<file path="config.mk">
export PLATFORM = sky130hd
export DESIGN_NAME = ml_vec_dot_engine
export DESIGN_NICKNAME = d
export VERILOG_FILES = /design/src/rtl/ml_vec_dot_engine.sv
export SDC_FILE = /design/constraint.sdc
export NUM_CORES = 1
export LEC_CHECK = 0
export ABC_AREA = 0
export CAP_MARGIN = 30
export CORE_MARGIN = 4
export CORE_UTILIZATION = 35
export DETAILED_ROUTE_END_ITERATION = 6
export PLACE_DENSITY = 0.57
export SLEW_MARGIN = 20
export SYNTH_ARGS = -nofsm -noshare
export SYNTH_HDL_FRONTEND = slang
export SYNTH_SLANG_ARGS = --single-unit
</file>
<file path="constraint.sdc">
create_clock -name clk -period 3 [get_ports clk]
set_input_delay 0.6 -clock clk [delete_from_list [all_inputs] [get_ports clk]]
set_output_delay 0.6 -clock clk [all_outputs]
set_load 0.02 [all_outputs]
</file>
<file path="src/rtl/ml_vec_dot_engine.sv">
// rtl/ml_vec_dot_engine.sv - streaming signed fixed-point dot-product engine
// Optional ML_DOT_SAT_EN: clamp out_data on overflow instead of wrapping.
module ml_vec_dot_engine #(
  parameter int DATA_W  = 8,
  parameter int LANES   = 2,
  parameter int VEC_LEN = 8,
  parameter int OUT_W   = 16
) (
  input  logic                      clk,
  input  logic                      rst_n,
  input  logic                      abort,
  input  logic                      in_valid,
  output logic                      in_ready,
  input  logic [LANES*DATA_W-1:0]   in_a,
  input  logic [LANES*DATA_W-1:0]   in_b,
  output logic                      out_valid,
  input  logic                      out_ready,
  output logic [OUT_W-1:0]          out_data,
  output logic                      out_ovf
);

  localparam int ACC_W = 2*DATA_W + $clog2(VEC_LEN) + 1;
  localparam int BEATS = VEC_LEN / LANES;
  localparam int CNT_W = $clog2(BEATS + 1);
  localparam int PROD_W = 2*DATA_W;

  generate
    if ((VEC_LEN % LANES) != 0) begin : g_len_check
      $error("ml_vec_dot_engine: VEC_LEN must be a multiple of LANES");
    end
  endgenerate

  typedef enum logic [1:0] {IDLE, ACC, DONE} state_t;

  state_t                   state_q, state_d;
  logic signed [ACC_W-1:0]  acc_q, acc_d, beat_sum;
  logic [CNT_W-1:0]         cnt_q, cnt_d;
  logic                     fire;
  logic                     ovf_raw;
  logic [OUT_W-1:0]         wrap_data;

  logic signed [PROD_W-1:0] a_ext [LANES];
  logic signed [PROD_W-1:0] b_ext [LANES];
  logic signed [PROD_W-1:0] prod  [LANES];

  // Operands are widened first so every product is exact at 2*DATA_W bits.
  for (genvar g = 0; g < LANES; g++) begin : g_mul
    assign a_ext[g] = (PROD_W)'($signed(in_a[g*DATA_W +: DATA_W]));
    assign b_ext[g] = (PROD_W)'($signed(in_b[g*DATA_W +: DATA_W]));
    assign prod[g]  = a_ext[g] * b_ext[g];
  end

  always_comb begin
    beat_sum = '0;
    for (int i = 0; i < LANES; i++) begin
      beat_sum = beat_sum + (ACC_W)'(prod[i]);
    end
  end

  assign in_ready  = rst_n && (state_q != DONE);
  assign out_valid = (state_q == DONE);
  assign fire      = in_valid && in_ready;

  always_comb begin
    state_d = state_q;
    acc_d   = acc_q;
    cnt_d   = cnt_q;
    case (state_q)
      IDLE: begin
        if (abort) begin
          acc_d = '0;
          cnt_d = '0;
        end else if (fire) begin
          acc_d   = beat_sum;
          cnt_d   = (CNT_W)'(1);
          state_d = (BEATS == 1) ? DONE : ACC;
        end
      end
      ACC: begin
        if (abort) begin
          state_d = IDLE;
          acc_d   = '0;
          cnt_d   = '0;
        end else if (fire) begin
          acc_d = acc_q + beat_sum;
          cnt_d = cnt_q + 1'b1;
          if (cnt_q == (CNT_W)'(BEATS - 1)) state_d = DONE;
        end
      end
      DONE: begin
        // abort is deliberately not looked at here: a finished result is never dropped
        if (out_ready) begin
          state_d = IDLE;
          acc_d   = '0;
          cnt_d   = '0;
        end
      end
      default: state_d = IDLE;
    endcase
  end

  always_ff @(posedge clk or negedge rst_n) begin
    if (!rst_n) begin
      state_q <= IDLE;
      acc_q   <= '0;
      cnt_q   <= '0;
    end else begin
      state_q <= state_d;
      acc_q   <= acc_d;
      cnt_q   <= cnt_d;
    end
  end

  generate
    if (ACC_W > OUT_W) begin : g_ovf
      // Fits iff every bit from the OUT_W sign position upward is identical.
      assign ovf_raw = !((&acc_q[ACC_W-1:OUT_W-1]) || !(|acc_q[ACC_W-1:OUT_W-1]));
    end else begin : g_no_ovf
      assign ovf_raw = 1'b0;
    end
  endgenerate

  assign wrap_data = (OUT_W)'(acc_q);
  assign out_ovf   = out_valid && ovf_raw;

  always_comb begin
    out_data = '0;
    if (out_valid) begin
`ifdef ML_DOT_SAT_EN
      if (ovf_raw)
        out_data = acc_q[ACC_W-1] ? {1'b1, {(OUT_W-1){1'b0}}} : {1'b0, {(OUT_W-1){1'b1}}};
      else
        out_data = wrap_data;
`else
      out_data = wrap_data;
`endif
    end
  end

endmodule

</file>
==> metrics, run 1 <==
Synth top area share=a little under two fifths; largest family of logic cells by synthesized area=adder cells; first-pass GRT wire length=32.0 mm; Register Area=~630 sq um; Synth Net Count=1086; Die H=155 um; worst skew pair latency=approximately 0.27 ns; Synth area leaders=fa_1, ha_1, inv_1, dfrtp_1, and2_1; failing checks=setup timing; Iter 0 DRT Violations=around 250; RSZ-0062 raised after global routing=true; Rel. slew slack=between 70 and 80%; Max Fclk=approximately 150 MHz; post-route antenna net violation count=0; Diodes inserted=0; initial antenna violation count=0; Multi-input gate area=between 7000 and 8000 sq um; Initial Utilization=between 30% and 40%; Synth Register Bits=25; drt pass-1 iters=4; crit path max-delay cell type=fa_1; reg2reg path depth=12; Synth Area in Adders=roughly half; Post-synth EDFFs=0; DR vias=a little over 6k; CTS tree=done; Setup Viol. Count Final=18; hold path cells=2; Critical Path AT=7.00 ns; Num CTS Buffers=3; post-synthesis mux area share=0.482%; Area Overhead vs Synth=44.5%; Finished Layout Cells=around 1.3k; Crit. End Element=flip-flop; Post-Synth XOR/XNOR Area=under 10%; count leader, synth=inv_1; total grt overflow=0; Synth Area in Compound Gates=a little under a tenth; Fin. Hold Viols=0; Ports=56; slowest cell delay on critical path=0.55 ns; core area=between 20000 and 25000 sq um; via count of the first global-routing pass=6541; Cells after Synth=827; final period utilization=229%; Die ar.=23900 sq um; clock slew at reported path FFs=0.07 ns; fillers=between 1.5k and 2k; Final Critical Period=6.86 ns; Clock Path Buffers=2; Syn Area/Cell=9.10 sq um; Mapped Area=7530 sq um; Seq/Total Area, Yosys=a little over 8%; Via density=4.64; PortBufs=55; Synth warnings=0; Req. time, crit path=~3.1 ns; largest net degree at the start of global routing=26; CP most frequent cell=fa_1; # Max-Cap Violations=0; Row Count=53; status=complete, but fails checks; pin slew with the least headroom to its limit=0.387 ns; Final Wtd Congestion=0.852; final setup margin=-3.86 ns; Root Buffer Master=clkbuf_16; H-tree Lvls=1; gr usage total=16.3%; Inst Count DP=1293; Residual DRC=0; critical path peak fanout=4; DRT Wirelength=~19 mm; Post-Synth Simple-Gate Area=between 15 and 20%; layout cell share with drive strength beyond 1=between 30 and 40%; Worst Setup Start Kind=input pin; commonest cells in the netlist=inv_1, fa_1, and2_1; WS Path Type=in -> reg; DP HPWL=~15 mm; share of synthesized registers carrying an async set or reset=100%; DIE WIDTH=between 150 and 200 um; nets@finish=1318; # clock sinks=25; Worst Skew=about 0.0046 ns; Worst Hold Class=reg -> reg; Post-synth top flop=dfrtp_1; # hold bufs at CTS=0; max-slew violations=0; distinct cell type count after synthesis=between 50 and 60; wire per inst=14.1 um; Synth area leader=fa_1
layout by cell type, fill, tap and decap left out, types with 6 or more instances in the layout:
cell / Yosys / routed
o21ai_1: 3 / 7
o21a_1: 6 / 6
xnor2_2: 1 / 6
ha_4: 0 / 39
nor3_1: 8 / 6
clkdlybuf4s50_1: 0 / 24
xnor2_1: 28 / 22
a221oi_2: 0 / 7
fa_1: 144 / 134
o21ai_0: 18 / 8
a21oi_2: 2 / 9
fa_2: 0 / 10
inv_1: 180 / 154
buf_6: 0 / 31
inv_2: 0 / 25
buf_2: 0 / 17
buf_4: 0 / 155
a21oi_1: 25 / 14
dfrtp_1: 25 / 25
and2_1: 96 / 71
nor2_1: 51 / 45
a21o_1: 7 / 7
ha_1: 78 / 35
nand2_1: 62 / 55
and2_4: 0 / 25
routing by layer:
| metal | track usage (%) | part of all wire, % | vias to the layer above |
|---|---|---|---|
| met5 | 0 | 0 | - |
| met4 | 1.22 | 0.37 | 0 |
| met3 | 1.34 | 3.1 | 6 |
| met2 | 29.4 | 52 | 81 |
| met1 | 22.2 | 45 | 3072 |
| li1 | - | - | 3029 |
stage by stage:
step / area, sq um / TNS (ns) / setup slack, ns / util, % / hold WS, ns
floorplan: 7840 / -50.82 / -3.82 / - / 0.304
global placement: 9800 / -68.35 / -4.58 / 46.5 / 0.455
detailed placement: 9800 / -69.70 / -4.73 / 46.5 / 0.470
CTS: 10400 / -55.78 / -4.00 / 49.4 / 0.486
global route: 10900 / -58.24 / -4.10 / 51.6 / 0.525
finish: 10900 / -54.45 / -3.86 / 51.6 / 0.478
state kept, by name, summed over array words and instances, names as in the netlist:
signal and count:
acc_q 20, state_q 2, cnt_q 3
cell type report:
| type | instances | share of cell area [%] |
|---|---|---|
| multi-input cells | 612 | 66.2 |
| flip-flops and latches | 25 | 5.75 |
| clock inverters | 1 | 0.0460 |
| well taps | 275 | 3.16 |
| clock buffers | 3 | 0.690 |
| inverters | 181 | 6.29 |
| repair buffers | 236 | 17.9 |
cells by family (layout without fill, tap and decap cells):
kind of cell / after synthesis / in the layout
simple gates: 250 / 250
fa+ha+maj: 222 / 222
buf+inv: 190 / 421
compound gates: 100 / 100
xor+xnor: 37 / 37
flops: 25 / 25
mux: 3 / 3
critical path: cells and delay by family:
family | cells | cell delay [ns]
multiplexers | 1 | 0.21
adder cells (fa/ha/maj) | 8 | 3.58
buffers and inverters | 7 | 0.47
AO/OA/AOI/OAI | 6 | 1.05
AND/OR/NAND/NOR | 5 | 0.69
XOR/XNOR | 2 | 0.40
timing repair:
action                     in CTS  in global routing
resized for setup             221                 96
setup endpoints to repair      19                 19
pin swaps                      98                 96
setup buffers                  25                 15
final timing paths:
check | start | end | slack (ns)
max in group asynchronous | rst_n | acc_q[10]$_DFFE_PN0P_ | 1.98
hold reg to reg | cnt_q[1]$_DFFE_PN0P_ | cnt_q[1]$_DFFE_PN0P_ | 0.48
setup reg to reg | acc_q[0]$_DFFE_PN0P_ | acc_q[10]$_DFFE_PN0P_ | 0.18
setup / recovery | in_b[2] | acc_q[19]$_DFFE_PN0P_ | -3.86
min in group asynchronous | rst_n | acc_q[3]$_DFFE_PN0P_ | 0.75
hold / removal | cnt_q[1]$_DFFE_PN0P_ | cnt_q[1]$_DFFE_PN0P_ | 0.48
Power of run 1 is left out: the tool's default activity adds up to more than one toggle a clock period on the data nets, which glitch-free logic cannot reach.
==> run 2: changes to the inputs <==
--- a/config.mk
+++ b/config.mk
@@ -11,7 +11,6 @@
 export CORE_UTILIZATION = 35
 export DETAILED_ROUTE_END_ITERATION = 6
 export PLACE_DENSITY = 0.57
-export SLEW_MARGIN = 20
 export SYNTH_ARGS = -nofsm -noshare
 export SYNTH_HDL_FRONTEND = slang
 export SYNTH_SLANG_ARGS = --single-unit
==> results of run 2 <==
The final DEF is identical to that of run 1; final timing and power are the same.
Power of run 2 is left out for the same reason.
==> run 3: changes to the inputs <==
--- a/config.mk
+++ b/config.mk
@@ -10,7 +10,8 @@
 export CORE_MARGIN = 4
 export CORE_UTILIZATION = 35
 export DETAILED_ROUTE_END_ITERATION = 6
-export PLACE_DENSITY = 0.57
+export PLACE_DENSITY = 0.59
+export SETUP_SLACK_MARGIN = 0.1
 export SYNTH_ARGS = -nofsm -noshare
 export SYNTH_HDL_FRONTEND = slang
 export SYNTH_SLANG_ARGS = --single-unit
==> constraint.sdc (replaced) <==
create_clock -name clk -period 5.55 [get_ports clk]
set_input_delay 1.11 -clock clk [delete_from_list [all_inputs] [get_ports clk]]
set_output_delay 1.11 -clock clk [all_outputs]
set_load 0.02 [all_outputs]
==> metrics, run 3 (synthesis results as in run 1) <==
status=complete, but fails checks; failing checks=setup timing; via count of the first global-routing pass=6585; Row Count=53; commonest non-fill, non-tap cell in the layout=inv_1; DRT Wirelength=approximately 19 mm; final period utilization=133%; DIE WIDTH=155 um; WS Path Type=in -> reg; Finished Layout Cells=1321; Final Wtd Congestion=~0.87; Largest regs=acc_q: 20 flops, cnt_q: 3 flops, state_q: 2 flops; Ports=56; Die ar.=between 20000 and 25000 sq um; Num CTS Buffers=3; Max Fclk=136 MHz; layout cell share with drive strength beyond 1=32.2%; # clock sinks=25; largest net degree at the start of global routing=27; CP most frequent cell=fa_1; # Max-Cap Violations=0; Req. time, crit path=approximately 5.7 ns; H-tree Lvls=1; gr usage total=about 16%; worst skew pair latency=about 0.26 ns; wire per inst=14.0 um; DP HPWL=between 15 and 20 mm; Crit. End Element=flip-flop; RSZ-0062 raised after global routing=true; Critical Path AT=about 7.5 ns; register name with the most flops=acc_q; Inst Count DP=around 1.3k; slowest cell delay on critical path=between 0.5 and 0.6 ns; most frequent cells in the layout=inv_1, buf_4, fa_1; Initial Utilization=a little over a third; pin slew with the least headroom to its limit=approximately 0.98 ns; CTS tree=done; clock slew at reported path FFs=approximately 0.070 ns; Diodes inserted=0; DR vias=between 6k and 7k; Residual DRC=0; Die H=155 um; max FFs per register=20; first-pass GRT wire length=between 30 and 40 mm; area post-placement=around 9500 sq um; critical path peak fanout=4; nets@finish=1306; cell area after layout=around 10000 sq um; final setup margin=-1.81 ns; Worst Setup Start Kind=input pin; Worst Hold Class=reg -> reg; Rel. slew slack=between 30% and 40%; post-route antenna net violation count=0; Area Overhead vs Synth=38.5%; Final Critical Period=between 7 and 8 ns; Via density=roughly 4.7; drt pass-1 iters=4; Fin. Hold Viols=0; Worst Skew=0.00327 ns; max-slew violations=0; initial antenna violation count=0; final setup TNS=-20.31 ns; Root Buffer Master=clkbuf_16; Setup Viol. Count Final=14; Clock Path Buffers=2; Place WS=-2.74 ns; Iter 0 DRT Violations=between 200 and 250; PortBufs=55; core area=21100 sq um; crit path max-delay cell type=fa_1; total grt overflow=0
-- run 3: changes by cell type in the layout (fill, tap and decap cells not counted), moves of 5 or more --
cell      before  now
a221oi_1       2    8
a221oi_2       7    1
buf_6         31   26
ha_1          35   56
ha_4          39   20
inv_1        154  165
inv_2         25   14
-- run 3: final cells by class --
cell class	instances	area, sq um
Inverter	181	683
Fill cell	1976	10700
Tap cell	275	344
Clock buffer	4	78.8
Sequential cell	25	626
Timing Repair Buffer	224	1820
Multi-Input combinational cell	612	6870
-- run 3: per-stage QoR --
| step | util, % | hold slack [ns] |
|---|---|---|
| after floorplan | - | 0.443 |
| after detailed placement | 44.9 | 0.462 |
| after global placement | 44.9 | 0.457 |
| after global routing | 49.4 | 0.495 |
| final | 49.4 | 0.471 |
| after CTS | 47.9 | 0.478 |
-- run 3: final timing paths --
path	depth (start not counted)	endpoint	start	slack, ns
setup / recovery	29	acc_q[19]$_DFFE_PN0P_	in_a[11]	-1.81
max in group asynchronous	2	acc_q[4]$_DFFE_PN0P_	rst_n	4.05
hold / removal	2	cnt_q[1]$_DFFE_PN0P_	cnt_q[1]$_DFFE_PN0P_	0.47
min in group asynchronous	2	cnt_q[2]$_DFFE_PN0P_	rst_n	1.23
hold reg to reg	2	cnt_q[1]$_DFFE_PN0P_	cnt_q[1]$_DFFE_PN0P_	0.47
setup reg to reg	7	acc_q[18]$_DFFE_PN0P_	state_q[0]$_DFFE_PN0P_	2.64
-- run 3: what timing repair did --
| item | 4_1_cts | 5_1_grt |
|---|---|---|
| buffers inserted | 31 | 8 |
| pin swaps | 90 | 44 |
| setup endpoints to repair | 17 | 16 |
| hold buffers | 0 | 0 |
| gates resized for setup | 239 | 59 |
-- run 3: critical path: cells and delay by family --
family          cells  cell delay, ns
xor+xnor            2            0.36
mux                 1            0.20
simple gates        5            0.73
buf+inv             7            0.54
compound gates      6            0.97
fa+ha+maj           8            3.55
-- run 3: metal layers --
metal	track usage, %	wire length [um]	vias to the layer above
met5	0	0	-
met4	1.60	138	0
met3	0.839	430	12
met2	28.3	9820	72
met1	21.3	8120	3080
li1	-	-	3010
Power of run 3 is left out for the same reason.
